<file path="config.mk">
export PLATFORM = sky130hd
export DESIGN_NAME = emergency_system_flat
export DESIGN_NICKNAME = d
export VERILOG_FILES = /design/src/rtl/emergency_system_pkg.sv /design/src/rtl/emergency_system_if.sv /design/src/rtl/emergency_system_sync_2ff.sv /design/src/rtl/emergency_system.sv /design/src/flat_wrapper.sv
export SDC_FILE = /design/constraint.sdc
export NUM_CORES = 1
export LEC_CHECK = 0
export BUFFER_PORTS_ARGS = -buffer_cell sky130_fd_sc_hd__buf_2
export CAP_MARGIN = 25
export CORE_UTILIZATION = 37
export CTS_CLUSTER_DIAMETER = 100
export DETAILED_ROUTE_END_ITERATION = 8
export PLACE_DENSITY_LB_ADDON = 0.3
export RECOVER_POWER = 50
export SLEW_MARGIN = 10
export SYNTH_ARGS = -nofsm -noshare
export SYNTH_HDL_FRONTEND = slang
export SYNTH_SLANG_ARGS = --single-unit
</file>
<file path="constraint.sdc">
create_clock -name clk -period 2.5 [get_ports clk]
set_clock_uncertainty 0.1 [all_clocks]
set_input_delay 0.75 -clock clk [delete_from_list [all_inputs] [get_ports clk]]
set_output_delay 0.75 -clock clk [all_outputs]
set_load 0.03 [all_outputs]
</file>
<file path="src/rtl/emergency_system_pkg.sv">
// Shared types and defaults for the latching emergency alarm controller.
package emergency_system_pkg;

  typedef enum logic {
    IDLE  = 1'b0,
    ALARM = 1'b1
  } state_t;

  localparam int SYNC_STAGES_DEF      = 2;
  localparam int BUZZ_HALF_CYCLES_DEF = 4;
  localparam int CNT_W_DEF            = 16;

endpackage

</file>
<file path="src/rtl/emergency_system_if.sv">
// Board-side signals of the alarm: two raw trigger inputs and two actuator pins.
interface emergency_system_if;

  logic btn_activate;
  logic smoke_detected;
  logic buzzer;
  logic led_alert;

  modport master (
    output btn_activate,
    output smoke_detected,
    input  buzzer,
    input  led_alert
  );

  modport slave (
    input  btn_activate,
    input  smoke_detected,
    output buzzer,
    output led_alert
  );

endinterface

</file>
<file path="src/rtl/emergency_system_sync_2ff.sv">
// Single-bit multi-flop synchronizer for asynchronous board inputs.
module sync_2ff #(
  parameter int STAGES = 2
) (
  input  logic clk,
  input  logic reset,
  input  logic d,
  output logic q
);

  logic [STAGES-1:0] ff;

  always_ff @(posedge clk) begin
    if (!reset) begin
      ff <= '0;
    end else begin
      ff <= {ff[STAGES-2:0], d};
    end
  end

  assign q = ff[STAGES-1];

endmodule

</file>
<file path="src/rtl/emergency_system.sv">
// Latching emergency alarm: button edge or smoke level latches ALARM until reset;
// in ALARM the LED is steady and the buzzer is a square wave starting high.
//
// state | meaning
// IDLE  | no alarm, outputs low, watching for a trigger
// ALARM | latched alarm, LED on, buzzer toggling every BUZZ_HALF_CYCLES
module emergency_system
  import emergency_system_pkg::*;
#(
  parameter int SYNC_STAGES      = SYNC_STAGES_DEF,
  parameter int BUZZ_HALF_CYCLES = BUZZ_HALF_CYCLES_DEF,
  parameter int CNT_W            = CNT_W_DEF
) (
  input  logic             clk,
  input  logic             reset,
  emergency_system_if.slave io
);

  localparam logic [CNT_W-1:0] CNT_LAST = CNT_W'(BUZZ_HALF_CYCLES - 1);

  logic             btn_sync;
  logic             smoke_sync;
  logic             btn_prev;
  logic             btn_rise;
  logic             trigger;
  state_t           state;
  logic [CNT_W-1:0] tone_cnt;
  logic             tone;
  logic             led_q;
  logic             buzzer_q;

  sync_2ff #(.STAGES(SYNC_STAGES)) u_sync_btn (
    .clk   (clk),
    .reset (reset),
    .d     (io.btn_activate),
    .q     (btn_sync)
  );

  sync_2ff #(.STAGES(SYNC_STAGES)) u_sync_smoke (
    .clk   (clk),
    .reset (reset),
    .d     (io.smoke_detected),
    .q     (smoke_sync)
  );

  assign btn_rise = btn_sync & ~btn_prev;
  assign trigger  = btn_rise | smoke_sync;

  // Outputs are registered alongside the state so they track it edge for edge
  // with no path from the raw inputs.
  always_ff @(posedge clk) begin
    if (!reset) begin
      btn_prev <= 1'b0;
      state    <= IDLE;
      tone_cnt <= '0;
      tone     <= 1'b1;
      led_q    <= 1'b0;
      buzzer_q <= 1'b0;
    end else begin
      btn_prev <= btn_sync;
      case (state)
        IDLE: begin
          if (trigger) begin
            state    <= ALARM;
            tone_cnt <= '0;
            tone     <= 1'b1;
            led_q    <= 1'b1;
            buzzer_q <= 1'b1;
          end else begin
            led_q    <= 1'b0;
            buzzer_q <= 1'b0;
          end
        end
        ALARM: begin
          led_q <= 1'b1;
          if (tone_cnt == CNT_LAST) begin
            tone_cnt <= '0;
            tone     <= ~tone;
            buzzer_q <= ~tone;
          end else begin
            tone_cnt <= tone_cnt + CNT_W'(1);
            buzzer_q <= tone;
          end
        end
        default: begin
          state    <= IDLE;
          led_q    <= 1'b0;
          buzzer_q <= 1'b0;
        end
      endcase
    end
  end

  assign io.led_alert = led_q;
  assign io.buzzer    = buzzer_q;

endmodule

</file>
<file path="src/flat_wrapper.sv">
// flat-port wrapper written by rule: the top's interface ports become plain ports
module emergency_system_flat import emergency_system_pkg::*;
#(
  parameter int SYNC_STAGES      = SYNC_STAGES_DEF,
  parameter int BUZZ_HALF_CYCLES = BUZZ_HALF_CYCLES_DEF,
  parameter int CNT_W            = CNT_W_DEF
)
  (clk, reset, io_btn_activate, io_smoke_detected, io_buzzer, io_led_alert);
  emergency_system_if io_i ();
  input  logic clk;
  input  logic reset;
  input wire logic [$bits(io_i.btn_activate)-1:0] io_btn_activate;
  input wire logic [$bits(io_i.smoke_detected)-1:0] io_smoke_detected;
  output wire logic [$bits(io_i.buzzer)-1:0] io_buzzer;
  output wire logic [$bits(io_i.led_alert)-1:0] io_led_alert;
  assign io_i.btn_activate = io_btn_activate;
  assign io_i.smoke_detected = io_smoke_detected;
  assign io_buzzer = io_i.buzzer;
  assign io_led_alert = io_i.led_alert;
  emergency_system #(.SYNC_STAGES(SYNC_STAGES), .BUZZ_HALF_CYCLES(BUZZ_HALF_CYCLES), .CNT_W(CNT_W)) u_core (.clk(clk), .reset(reset), .io(io_i));
endmodule
</file>
# Word level (Yosys, flattened, before mapping)
# Index checks and enable logic that the tools add are counted.
word_totals:
  reg_bits: 25
  input_bits: 4
  out_inout_bits: 2
op_classes:
  n_addsub: 1
  eq_ne: 2
  mux: 10
  bitwise: 5
op_table:
  columns: ["operator", "n"]
  rows:
  - ["2-to-1 mux 16 bit", 2]
  - ["case mux 16 bit (2 select lines)", 1]
  - ["adder 16 x 1 -> 16 bit (second input constant)", 1]
  - ["== test 16 x 2 -> 1 bit (second input constant)", 1]
  - ["case mux 1 bit (2 select lines)", 3]
  - ["2-to-1 mux 1 bit", 4]
  - ["NOT 1 bit", 3]
  - ["!= test 2 x 1 -> 1 bit (second input constant)", 1]
  - ["bitwise AND 1 bit", 1]
  - ["bitwise OR 1 bit", 1]

# Longest topological paths before layout
# Gate-level depths: netlist of the first run.
logic_depth:
  ltp_word: 5
  ltp_mapped: 7

# Cells and area by module
# A second synthesis of the first run with hierarchy kept.
unflattened:
  hier_cells: 124
  hier_area_um2: 1148.6
by_module_without_submodules:
  columns: ["mod", "n_inst", "cells_each", "area_per_inst_um2"]
  rows:
  - ["emergency_system", 1, 116, 1043.5]
  - ["sync_2ff", 2, 4, 52.6]

# Worst setup path after synthesis of the first run
# OpenSTA, ideal clock, no wires.
synth_path:
  kind: "flip-flop to flip-flop"
  from: "reg u_core.tone_cnt[0]"
  to: "reg u_core.tone_cnt[11]"
  t_arrival_ps: 1595
  slack_ps: 664
  stages_incl_launch_ff: 8
  n_path_buf: 2
  path_cell_list: "dfxtp_1 -> ha_1 -> nor4b_1 -> a41oi_1 -> buf_2 -> buf_4 -> a21oi_1 -> a31oi_1"
synth_via:
  elab_chain_cells: 3
  word_cells_on_any_way: 4
synth_lines:
  columns: ["item", "line_no", "source"]
  rows:
  - ["from (decl)", "emergency_system.sv:27", "logic [CNT_W-1:0] tone_cnt;"]
  - ["from (signal assigned)", "emergency_system.sv:81", "tone_cnt <= tone_cnt + CNT_W'(1);"]
  - ["adder 16 x 1 -> 16 bit or == test 16 x 2 -> 1 bit (tied branches)", "emergency_system.sv:81, emergency_system.sv:76", null]
  - ["2-to-1 mux 16 bit *", "emergency_system.sv:76", "if (tone_cnt == CNT_LAST) begin"]
  - ["case mux 16 bit (2 select lines) *", "emergency_system.sv:61", "case (state)"]
# Mark *: on every way between the ends. The rest lies on a longest branch, timed or not.
# A chain may end at the register's enable or synchronous reset.

# Worst setup path after layout of the first run
layout_path:
  from: "reg u_core.tone_cnt[0]"
  to: "reg u_core.tone_cnt[2]"
# Same word-level chain as after synthesis.

==> impl_metrics.yaml, run 1 <==
route:
  detail_route.drc_violations: 0
  routed-via-count: 927
  drt_first_iter_violations: 19
  iteration_count_of_the_initial_detailed_routing_pass: 4
  detail_route.vias_per_cell: 5.79
  antenna_left: 0
  routed_wl_um: 2110
  average_wire_length_per_cell_after_detail_routing_um: 13.2
floorplan:
  initial_core_util: 0.396
  chipWidth_um: 56.6
  pin_count: 6
  die-height_um: 56.6
  fp.dieArea_um2: 3200
  coreArea_um2: 2780
  core.rowCount: 19
sta:
  maxSlewViolCount: 0
  fmax_mhz: 499
  setup_total_negative_slack_ps: 0
  worst_pin_slew_ps: 680
  timing.max_slew.rel_slack: 0.546
  final_hold_violating_endpoints: 0
  min_period_over_period: 0.802
  hold_ws_ps: 353
  rsz0062_at_grt: "false"
  finalSetupViolations: 0
  finalWorstPathRequiredPeriod_ps: 2010
critical_path:
  slowest_stage: "dfxtp_1"
  cp-startpoint: "u_core.tone_cnt[0]"
  start_kind: "register"
  worst-endpoint-required_ps: 2590
  timing.critical_path.depth: 6
  cp_max_fo: 21
  r2r.worst_path.cells: 6
  r2r_start: "u_core.tone_cnt[0]"
  r2r_setup_slack_ps: 490
  criticalPathCategory: "register to register"
  endpoint: "u_core.tone_cnt[2]"
  cp.buffers_inverters: 1
  timing.critical_path.cells: "ha_1 > nor4b_1 > a41oi_1 > buf_4 > a21oi_1 > a31oi_1"
  critical_path.top_delay_family: "flip-flops"
  crit-reg2reg-capture: "u_core.tone_cnt[2]"
  worst_ep_arrival_time_ps: 2100
  setup.worst_path.end_class: "register"
  timing.critical_path.slowest_cell_delay_ps: 470
global_route:
  grt_use_met1: 0.195
  antenna_found_initial: 0
  gr-usage-met3: 0.0415
  global_routing_met2_resource_utilization: 0.227
  track_usage: 0.144
  busiest_layer: "met2"
  vias_in_the_first_global_route: 831
  grt.overflow.total: 0
  grt_start_max_net_pins: 22
  first_pass_grt_wire_length_um: 3650
place:
  place.detailed.instances: 156
  number_of_buffers_added_on_ports: 5
  dp_hpwl_um: 1450
  place_congestion: 0.773
clock_tree:
  cts_setup_buffers: 0
  cts_sinks: 24
  clock_tree.htree_level_count: 1
  cts-hold-fix-buffers: 0
  tritoncts.num_buffers: 3
  clk-insertion-delay-late_ps: 320
  cts_tree: "yes"
  post_cts_resized: 0
  worst_setup_hold_path_clk_slew_ps: 140
  clockBufferDepth: 2
  root_buffer: "clkbuf_4"
yosys:
  yosysUniqueCellTypes: 36
  synth-main-ff-cell: "dfxtp_1"
  synth_nets: 127
  syn_avg_cell_area_um2: 9.04
  syn-cell-area_um2: 1100
  yosys_register_bits: 24
  yosys_warnings: 0
  syn_inst: 122
  synth_edf_count: 0
  postSynth.asyncResetShare: 0
  synth_seq_area_share: 0.436
pwr:
  power.static_leakage_nw: 0.441
  share_clk_of_total_power: 0.389
  power.combinational.fraction: 0.060
  totalPowerFinal_mw: 0.726
  internal_power_mw: 0.568
  vdd_drop_max_v: 0.000833
  total_power_density_per_cell_area_nw_per_um2: 600
  relative_contribution_of_sequential_cells_to_total_power: 0.551
  net_switching_fraction_of_the_power: 0.217
  power_switching_mw: 0.158
outcome:
  outcome: "completed"
layout:
  instances_no_fill: 160
  drive_gt1_frac: 0.0853
  utilization: 0.435
  area.growth.synth_to_final_pct: 9.76
  nNetsFinal: 135
  final_common_cell: "dfxtp_1"
  insertedDiodeCount: 0
  final_cell_mix: "24 x dfxtp_1, 11 x nand2_1, 8 x nand3_1, 7 x a31oi_1"
hold_path:
  min_path_type: "register to register"
flow_run:
  max-cap-violations: 0
[through the flow]
stage | setup slack [ps] | cell area (um2)
6_report | 494 | 1210
4_1_cts | 506 | 1210
3_5_place_dp | 458 | 1160
5_1_grt | 248 | 1210
3_3_place_gp | 498 | 1160
2_1_floorplan | 664 | 1100
[layer usage]
metal  vias to the layer above  share of wire
met2                        13           0.45
met3                         2          0.028
li1                        472              -
met4                         0         0.0047
met1                       440           0.51
met5                         -              0
[cell usage after synthesis, types with 2 or more instances]
| cell | instances | area share |
|---|---|---|
| xor2_1 | 4 | 0.032 |
| nor4_1 | 6 | 0.034 |
| a21boi_0 | 2 | 0.014 |
| nor2b_1 | 2 | 0.011 |
| nand4_1 | 2 | 0.011 |
| dfxtp_1 | 24 | 0.44 |
| nand2_1 | 11 | 0.037 |
| nand2b_1 | 4 | 0.023 |
| nand3_1 | 8 | 0.036 |
| nor3_1 | 5 | 0.023 |
| nor2_1 | 2 | 0.0068 |
| a21oi_1 | 6 | 0.027 |
| clkbuf_1 | 2 | 0.0068 |
| a22o_1 | 5 | 0.040 |
| inv_1 | 5 | 0.017 |
| o21ai_0 | 3 | 0.014 |
| and2_1 | 5 | 0.028 |
| xnor2_1 | 2 | 0.016 |
| a31oi_1 | 7 | 0.040 |
[sequential cells by signal, indices dropped and copies added (netlist names)]
register	count
u_core.btn_prev	1
u_core.tone	1
u_core.tone_cnt	16
u_core.io.led_alert	1
u_core.io.buzzer	1
u_core.u_sync_btn.ff	2
u_core.u_sync_smoke.ff	2
[final cells by class]
type / instances / area [um2]
timing repair buffer: 7 / 36.3
sequential: 24 / 480
clock inverter: 1 / 30.0
clock buffer: 3 / 22.5
inverter: 5 / 18.8
tap: 31 / 38.8
multi-input combinational: 89 / 583
fill: 289 / 1570
[kinds of logic (layout without fill, tap and decap cells)]
| logic type | Yosys count | in the layout | synth area share |
|---|---|---|---|
| AO/OA/AOI/OAI | 30 | 30 | 0.192 |
| XOR/XNOR | 6 | 6 | 0.0477 |
| adder cells (fa/ha/maj) | 1 | 1 | 0.0113 |
| buffers and inverters | 9 | 16 | 0.0352 |
| flip-flops | 24 | 24 | 0.436 |
| AND/OR/NAND/NOR | 52 | 52 | 0.278 |
[worst register-to-register path, cell delays in order, from the launching register on]
cell	delay, ps
dfxtp_1	470
ha_1	270
nor4b_1	430
a41oi_1	180
buf_4	240
a21oi_1	160
a31oi_1	50
[power groups by stage]
stage	combinational (mW)	sequential, mW	clock, mW
floorplan	0.0280	0.411	0
global placement	0.0440	0.407	0
detailed placement	0.0446	0.408	0
CTS	0.0448	0.400	0.289
global route	0.0480	0.401	0.301
finish	0.0433	0.400	0.282
[worst min-delay path by stage]
| stage | from | to | slack (ps) | cells after the start |
|---|---|---|---|---|
| after global placement | u_core.u_sync_smoke.ff[0] | u_core.u_sync_smoke.ff[1] | 320 | 1 |
| after detailed placement | u_core.u_sync_smoke.ff[0] | u_core.u_sync_smoke.ff[1] | 320 | 1 |
| after global routing | u_core.u_sync_smoke.ff[0] | u_core.u_sync_smoke.ff[1] | 370 | 1 |
| after CTS | u_core.u_sync_smoke.ff[0] | u_core.u_sync_smoke.ff[1] | 360 | 1 |
| after floorplan | u_core.u_sync_btn.ff[0] | u_core.u_sync_btn.ff[1] | 310 | 1 |
| final | u_core.u_sync_smoke.ff[0] | u_core.u_sync_smoke.ff[1] | 350 | 1 |
Note: power is estimated with default switching activity, not from simulation.
==> inputs of run 2 (changes only) <==
- ABC_AREA: unset -> 1
- clock period: 2.5 -> 1.7 ns (I/O delays scaled with it)
==> impl_metrics.yaml, run 2 <==
outcome:
  outcome: "completed"
critical_path:
  cp_max_fo: 3
  criticalPathCategory: "register to output pin"
  timing.critical_path.slowest_cell_delay_ps: 390
  r2r_start: "u_core.tone_cnt[5]"
  timing.critical_path.depth: 1
  slowest_stage: "dfxtp_1"
  r2r.worst_path.cells: 7
  worst_ep_arrival_time_ps: 920
  cp-startpoint: "u_core.io.led_alert"
  worst-endpoint-required_ps: 1090
  cp.buffers_inverters: 1
  r2r_setup_slack_ps: 210
  start_kind: "register"
  critical_path.top_delay_family: "flip-flops"
  timing.critical_path.cells: "buf_2"
  endpoint: "io_led_alert"
  crit-reg2reg-capture: "u_core.tone_cnt[9]"
  setup.worst_path.end_class: "output pin"
pwr:
  total_power_density_per_cell_area_nw_per_um2: 765
  totalPowerFinal_mw: 1.09
  power.static_leakage_nw: 0.596
  vdd_drop_max_v: 0.000322
global_route:
  grt_start_max_net_pins: 18
  grt.overflow.total: 0
  track_usage: 0.166
  antenna_found_initial: 0
  vias_in_the_first_global_route: 1065
  first_pass_grt_wire_length_um: 4530
hold_path:
  min_path_type: "input pin to register"
layout:
  drive_gt1_frac: 0.0861
  nNetsFinal: 215
  final_cell_mix: "57 x nand2_1, 27 x nand3_1, 26 x inv_1, 25 x nor2_1, 24 x dfxtp_1"
  instances_no_fill: 255
  top_regs: "u_core.tone_cnt x16, u_core.u_sync_btn.ff x2, u_core.u_sync_smoke.ff x2"
  insertedDiodeCount: 0
  final_common_cell: "nand2_1"
  area.growth.synth_to_final_pct: 9.56
  n_fill_cell: 384
  registers.top_by_ff_count: "u_core.tone_cnt"
  flip_flop_count_of_the_largest_register_all_copies_and_words_added: 16
yosys:
  yosys_warnings: 0
  synth_top_cell_by_area: "dfxtp_1"
  synth_edf_count: 0
  yosys_register_bits: 24
  yosys.area.top_type_share: 0.371
  postSynth.asyncResetShare: 0
  synth_nets: 206
  syn_inst: 201
  synthTopCellsByCount: "56 x nand2_1, 27 x nand3_1, 26 x inv_1"
  synth-main-ff-cell: "dfxtp_1"
  post-synth-top-count-cell: "nand2_1"
  synth_seq_area_share: 0.371
  synth_area_leaders: "dfxtp_1 37%, nand2_1 16%, nand3_1 10%"
  syn-cell-area_um2: 1300
  yosysUniqueCellTypes: 21
  syn_avg_cell_area_um2: 6.45
clock_tree:
  post_cts_resized: 0
  cts-hold-fix-buffers: 0
  clk-insertion-delay-late_ps: 330
  tritoncts.num_buffers: 3
  clock_tree.htree_level_count: 1
  cts_tree: "yes"
  clockBufferDepth: 2
  cts_sinks: 24
  root_buffer: "clkbuf_4"
  worst_setup_hold_path_clk_slew_ps: 140
  cts_setup_buffers: 0
route:
  routed_wl_um: 2630
  antenna_left: 0
  detail_route.drc_violations: 0
  average_wire_length_per_cell_after_detail_routing_um: 10.3
  detail_route.vias_per_cell: 4.65
  iteration_count_of_the_initial_detailed_routing_pass: 4
  routed-via-count: 1185
  drt_first_iter_violations: 81
place:
  dp_hpwl_um: 2020
  place.detailed.instances: 251
  pre_cts_ws_ps: 273
  place_congestion: 0.841
  number_of_buffers_added_on_ports: 5
floorplan:
  pin_count: 6
  chipWidth_um: 61.2
  fp.dieArea_um2: 3740
  initial_core_util: 0.388
  die-height_um: 61.2
  coreArea_um2: 3340
  core.rowCount: 21
flow_run:
  max-cap-violations: 0
sta:
  min_period_over_period: 0.902
  maxSlewViolCount: 0
  worst_pin_slew_ps: 423
  final_hold_violating_endpoints: 0
  finalWorstPathRequiredPeriod_ps: 1530
  setup_total_negative_slack_ps: 0
  fmax_mhz: 652
  finalSetupViolations: 0
  fin_ws_ps: 167
  rsz0062_at_grt: "false"
  hold_ws_ps: 253
  timing.max_slew.rel_slack: 0.717
-- run 2: cell count changes after synthesis, moves of 7 or more --
cell | before | now
a21oi_1 | 6 | 15
a31oi_1 | 7 | 0
inv_1 | 5 | 26
nand2_1 | 11 | 56
nand3_1 | 8 | 27
nor2_1 | 2 | 23
-- run 2: report_power, final --
part | total, mW | switching (mW) | internal (mW) | leakage, nW
Sequential | 0.583 | 0.00692 | 0.576 | 0.195
Clock | 0.420 | 0.181 | 0.239 | 0.0279
Combinational | 0.0832 | 0.0579 | 0.0253 | 0.373
-- run 2: cell type report --
class / instances / area (um2) / area share
Inverter: 26 / 97.6 / 0.0687
Tap cell: 46 / 57.6 / 0.0405
Multi-Input combinational cell: 146 / 682 / 0.480
Sequential cell: 24 / 480 / 0.338
Clock inverter: 1 / 30.0 / 0.0211
Clock buffer: 3 / 22.5 / 0.0159
Timing Repair Buffer: 9 / 50.0 / 0.0352
-- run 2: how the worst min path moves through the flow --
stage | startpoint | to | slack [ps] | cells past startpoint
5_1_grt | io_smoke_detected | u_core.u_sync_smoke.ff[0] | 250 | 3
3_5_place_dp | u_core.u_sync_btn.ff[0] | u_core.u_sync_btn.ff[1] | 300 | 2
4_1_cts | io_smoke_detected | u_core.u_sync_smoke.ff[0] | 250 | 3
6_report | io_btn_activate | u_core.u_sync_btn.ff[0] | 250 | 3
2_1_floorplan | u_core.u_sync_btn.ff[0] | u_core.u_sync_btn.ff[1] | 290 | 2
3_3_place_gp | u_core.u_sync_btn.ff[0] | u_core.u_sync_btn.ff[1] | 300 | 2
-- run 2: metrics by stage --
stage           util  area (um2)
6_report       0.426        1420
5_1_grt        0.426        1420
4_1_cts        0.431        1440
3_5_place_dp   0.415        1390
3_3_place_gp   0.415        1390
2_1_floorplan      -        1300
-- run 2: routing by layer --
metal / GRT usage / vias to the layer above / wire length (um)
li1: - / 654 / -
met1: 0.217 / 508 / 1300
met3: 0.0315 / 5 / 84
met5: 0 / - / 0
met2: 0.258 / 18 / 1210
met4: 0.0877 / 0 / 44
-- run 2: kinds of logic after synthesis --
| kind of cell | share of synthesized area |
|---|---|
| AOI/OAI and AO/OA | 0.105 |
| xor gates and xnor gates | 0.0203 |
| adders and majority gates | 0.00965 |
| buffers and inverters | 0.0936 |
| DFF | 0.371 |
| and+or+nand+nor | 0.401 |
==> inputs of run 3 (changes only) <==
- ABC_AREA: 1 -> unset
- CORE_ASPECT_RATIO: unset -> 1.4
==> impl_metrics.yaml, run 3 (same netlist as run 1, synthesis figures left out) <==
layout:
  drive_gt1_frac: 0.415
  final_cell_mix: "27 x buf_4, 14 x dfxtp_2, 11 x nand2_1, 10 x dfxtp_1"
  nNetsFinal: 165
  final_common_cell: "buf_4"
  top_regs: "u_core.tone_cnt x16, u_core.u_sync_btn.ff x2, u_core.u_sync_smoke.ff x2"
  registers.top_by_ff_count: "u_core.tone_cnt"
  insertedDiodeCount: 0
  area.growth.synth_to_final_pct: 41.7
  instances_no_fill: 196
  utilization: 0.548
  finalInstanceArea_um2: 1560
  flip_flop_count_of_the_largest_register_all_copies_and_words_added: 16
route:
  routed-via-count: 1029
  antenna_left: 0
  detail_route.vias_per_cell: 5.25
  drt_first_iter_violations: 17
  average_wire_length_per_cell_after_detail_routing_um: 14.0
  detail_route.drc_violations: 0
  iteration_count_of_the_initial_detailed_routing_pass: 4
  routed_wl_um: 2740
global_route:
  vias_in_the_first_global_route: 1071
  track_usage: 0.206
  antenna_found_initial: 0
  first_pass_grt_wire_length_um: 4700
  grt.overflow.total: 0
  grt_start_max_net_pins: 14
sta:
  rsz0062_at_grt: "true"
  final_hold_violating_endpoints: 0
  min_period_over_period: 0.985
  maxSlewViolCount: 0
  fmax_mhz: 597
  hold_ws_ps: 344
  setup_total_negative_slack_ps: 0
  finalSetupViolations: 0
  timing.max_slew.rel_slack: 0.744
  fin_ws_ps: 26.0
  finalWorstPathRequiredPeriod_ps: 1670
  worst_pin_slew_ps: 385
clock_tree:
  clockBufferDepth: 2
  clk-insertion-delay-late_ps: 270
  clock_tree.htree_level_count: 1
  root_buffer: "clkbuf_8"
  cts_sinks: 24
  cts-hold-fix-buffers: 0
  tritoncts.num_buffers: 3
  worst_setup_hold_path_clk_slew_ps: 90
  cts_tree: "yes"
pwr:
  total_power_density_per_cell_area_nw_per_um2: 687
  totalPowerFinal_mw: 1.07
  vdd_drop_max_v: 0.000592
  power.static_leakage_nw: 0.617
floorplan:
  core.rowCount: 23
  die-height_um: 66.6
  fp.dieArea_um2: 3200
  chipWidth_um: 48.1
  initial_core_util: 0.387
  pin_count: 6
  coreArea_um2: 2850
critical_path:
  start_kind: "register"
  worst_ep_arrival_time_ps: 1790
  criticalPathCategory: "register to register"
  cp_max_fo: 2
  setup.worst_path.end_class: "register"
  worst-endpoint-required_ps: 1810
place:
  pre_cts_ws_ps: -84.3
  post_dp_cell_area_um2: 1390
  place.detailed.instances: 190
  number_of_buffers_added_on_ports: 5
  place_congestion: 0.833
  dp_hpwl_um: 1980
outcome:
  outcome: "completed"
flow_run:
  max-cap-violations: 0
hold_path:
  min_path_type: "input pin to register"
## run 3: cell types whose count changed in the layout (fill, tap and decap cells not counted), moves of 14 or more
cell / delta
inv_1: -21
nand2_1: -46
dfxtp_1: -14
dfxtp_2: +14
buf_4: +24
nor2_1: -23
nand3_1: -20
## run 3: critical path, cell delays in order, from the launching register on
cell     delay [ps]
dfxtp_2         370
buf_6           100
nand4_1          90
or4_4           550
or3b_1          350
nand3_1          60
## run 3: worst paths after layout
path	start	slack (ps)	cells past startpoint	to
hold / removal	io_btn_activate	340	2	u_core.u_sync_btn.ff[0]
setup reg to reg	u_core.tone_cnt[14]	30	5	u_core.tone_cnt[15]
hold reg to reg	u_core.u_sync_smoke.ff[0]	350	1	u_core.u_sync_smoke.ff[1]
setup / recovery	u_core.tone_cnt[14]	30	5	u_core.tone_cnt[15]
## run 3: final cells by class
type                       count  area [um2]
fill                         272        1290
multi-input combinational     89         668
sequential                    24         498
timing repair buffer          37         275
clock buffer                   4        55.1
tap                           37        46.3
inverter                       5        18.8
## run 3: report_power, final
part           switching (mW)  internal [mW]  leakage, nW
clock network           0.185          0.207       0.0288
registers             0.00781          0.575        0.202
logic                  0.0552         0.0432        0.386
## run 3: repair_timing
| item | 4_1_cts | 5_1_grt |
|---|---|---|
| endpoints found under the hold margin | 0 | 0 |
| resized for setup | 4 | 22 |
| pin swaps | 0 | 7 |
| setup endpoints to repair | 11 | 17 |
| buffers inserted | 0 | 2 |
## run 3: per-layer routing
layer  wire, um  GRT usage
met1       1210      0.248
met2       1450      0.345
met5          0          0
met4         37     0.0694
met3         50     0.0461
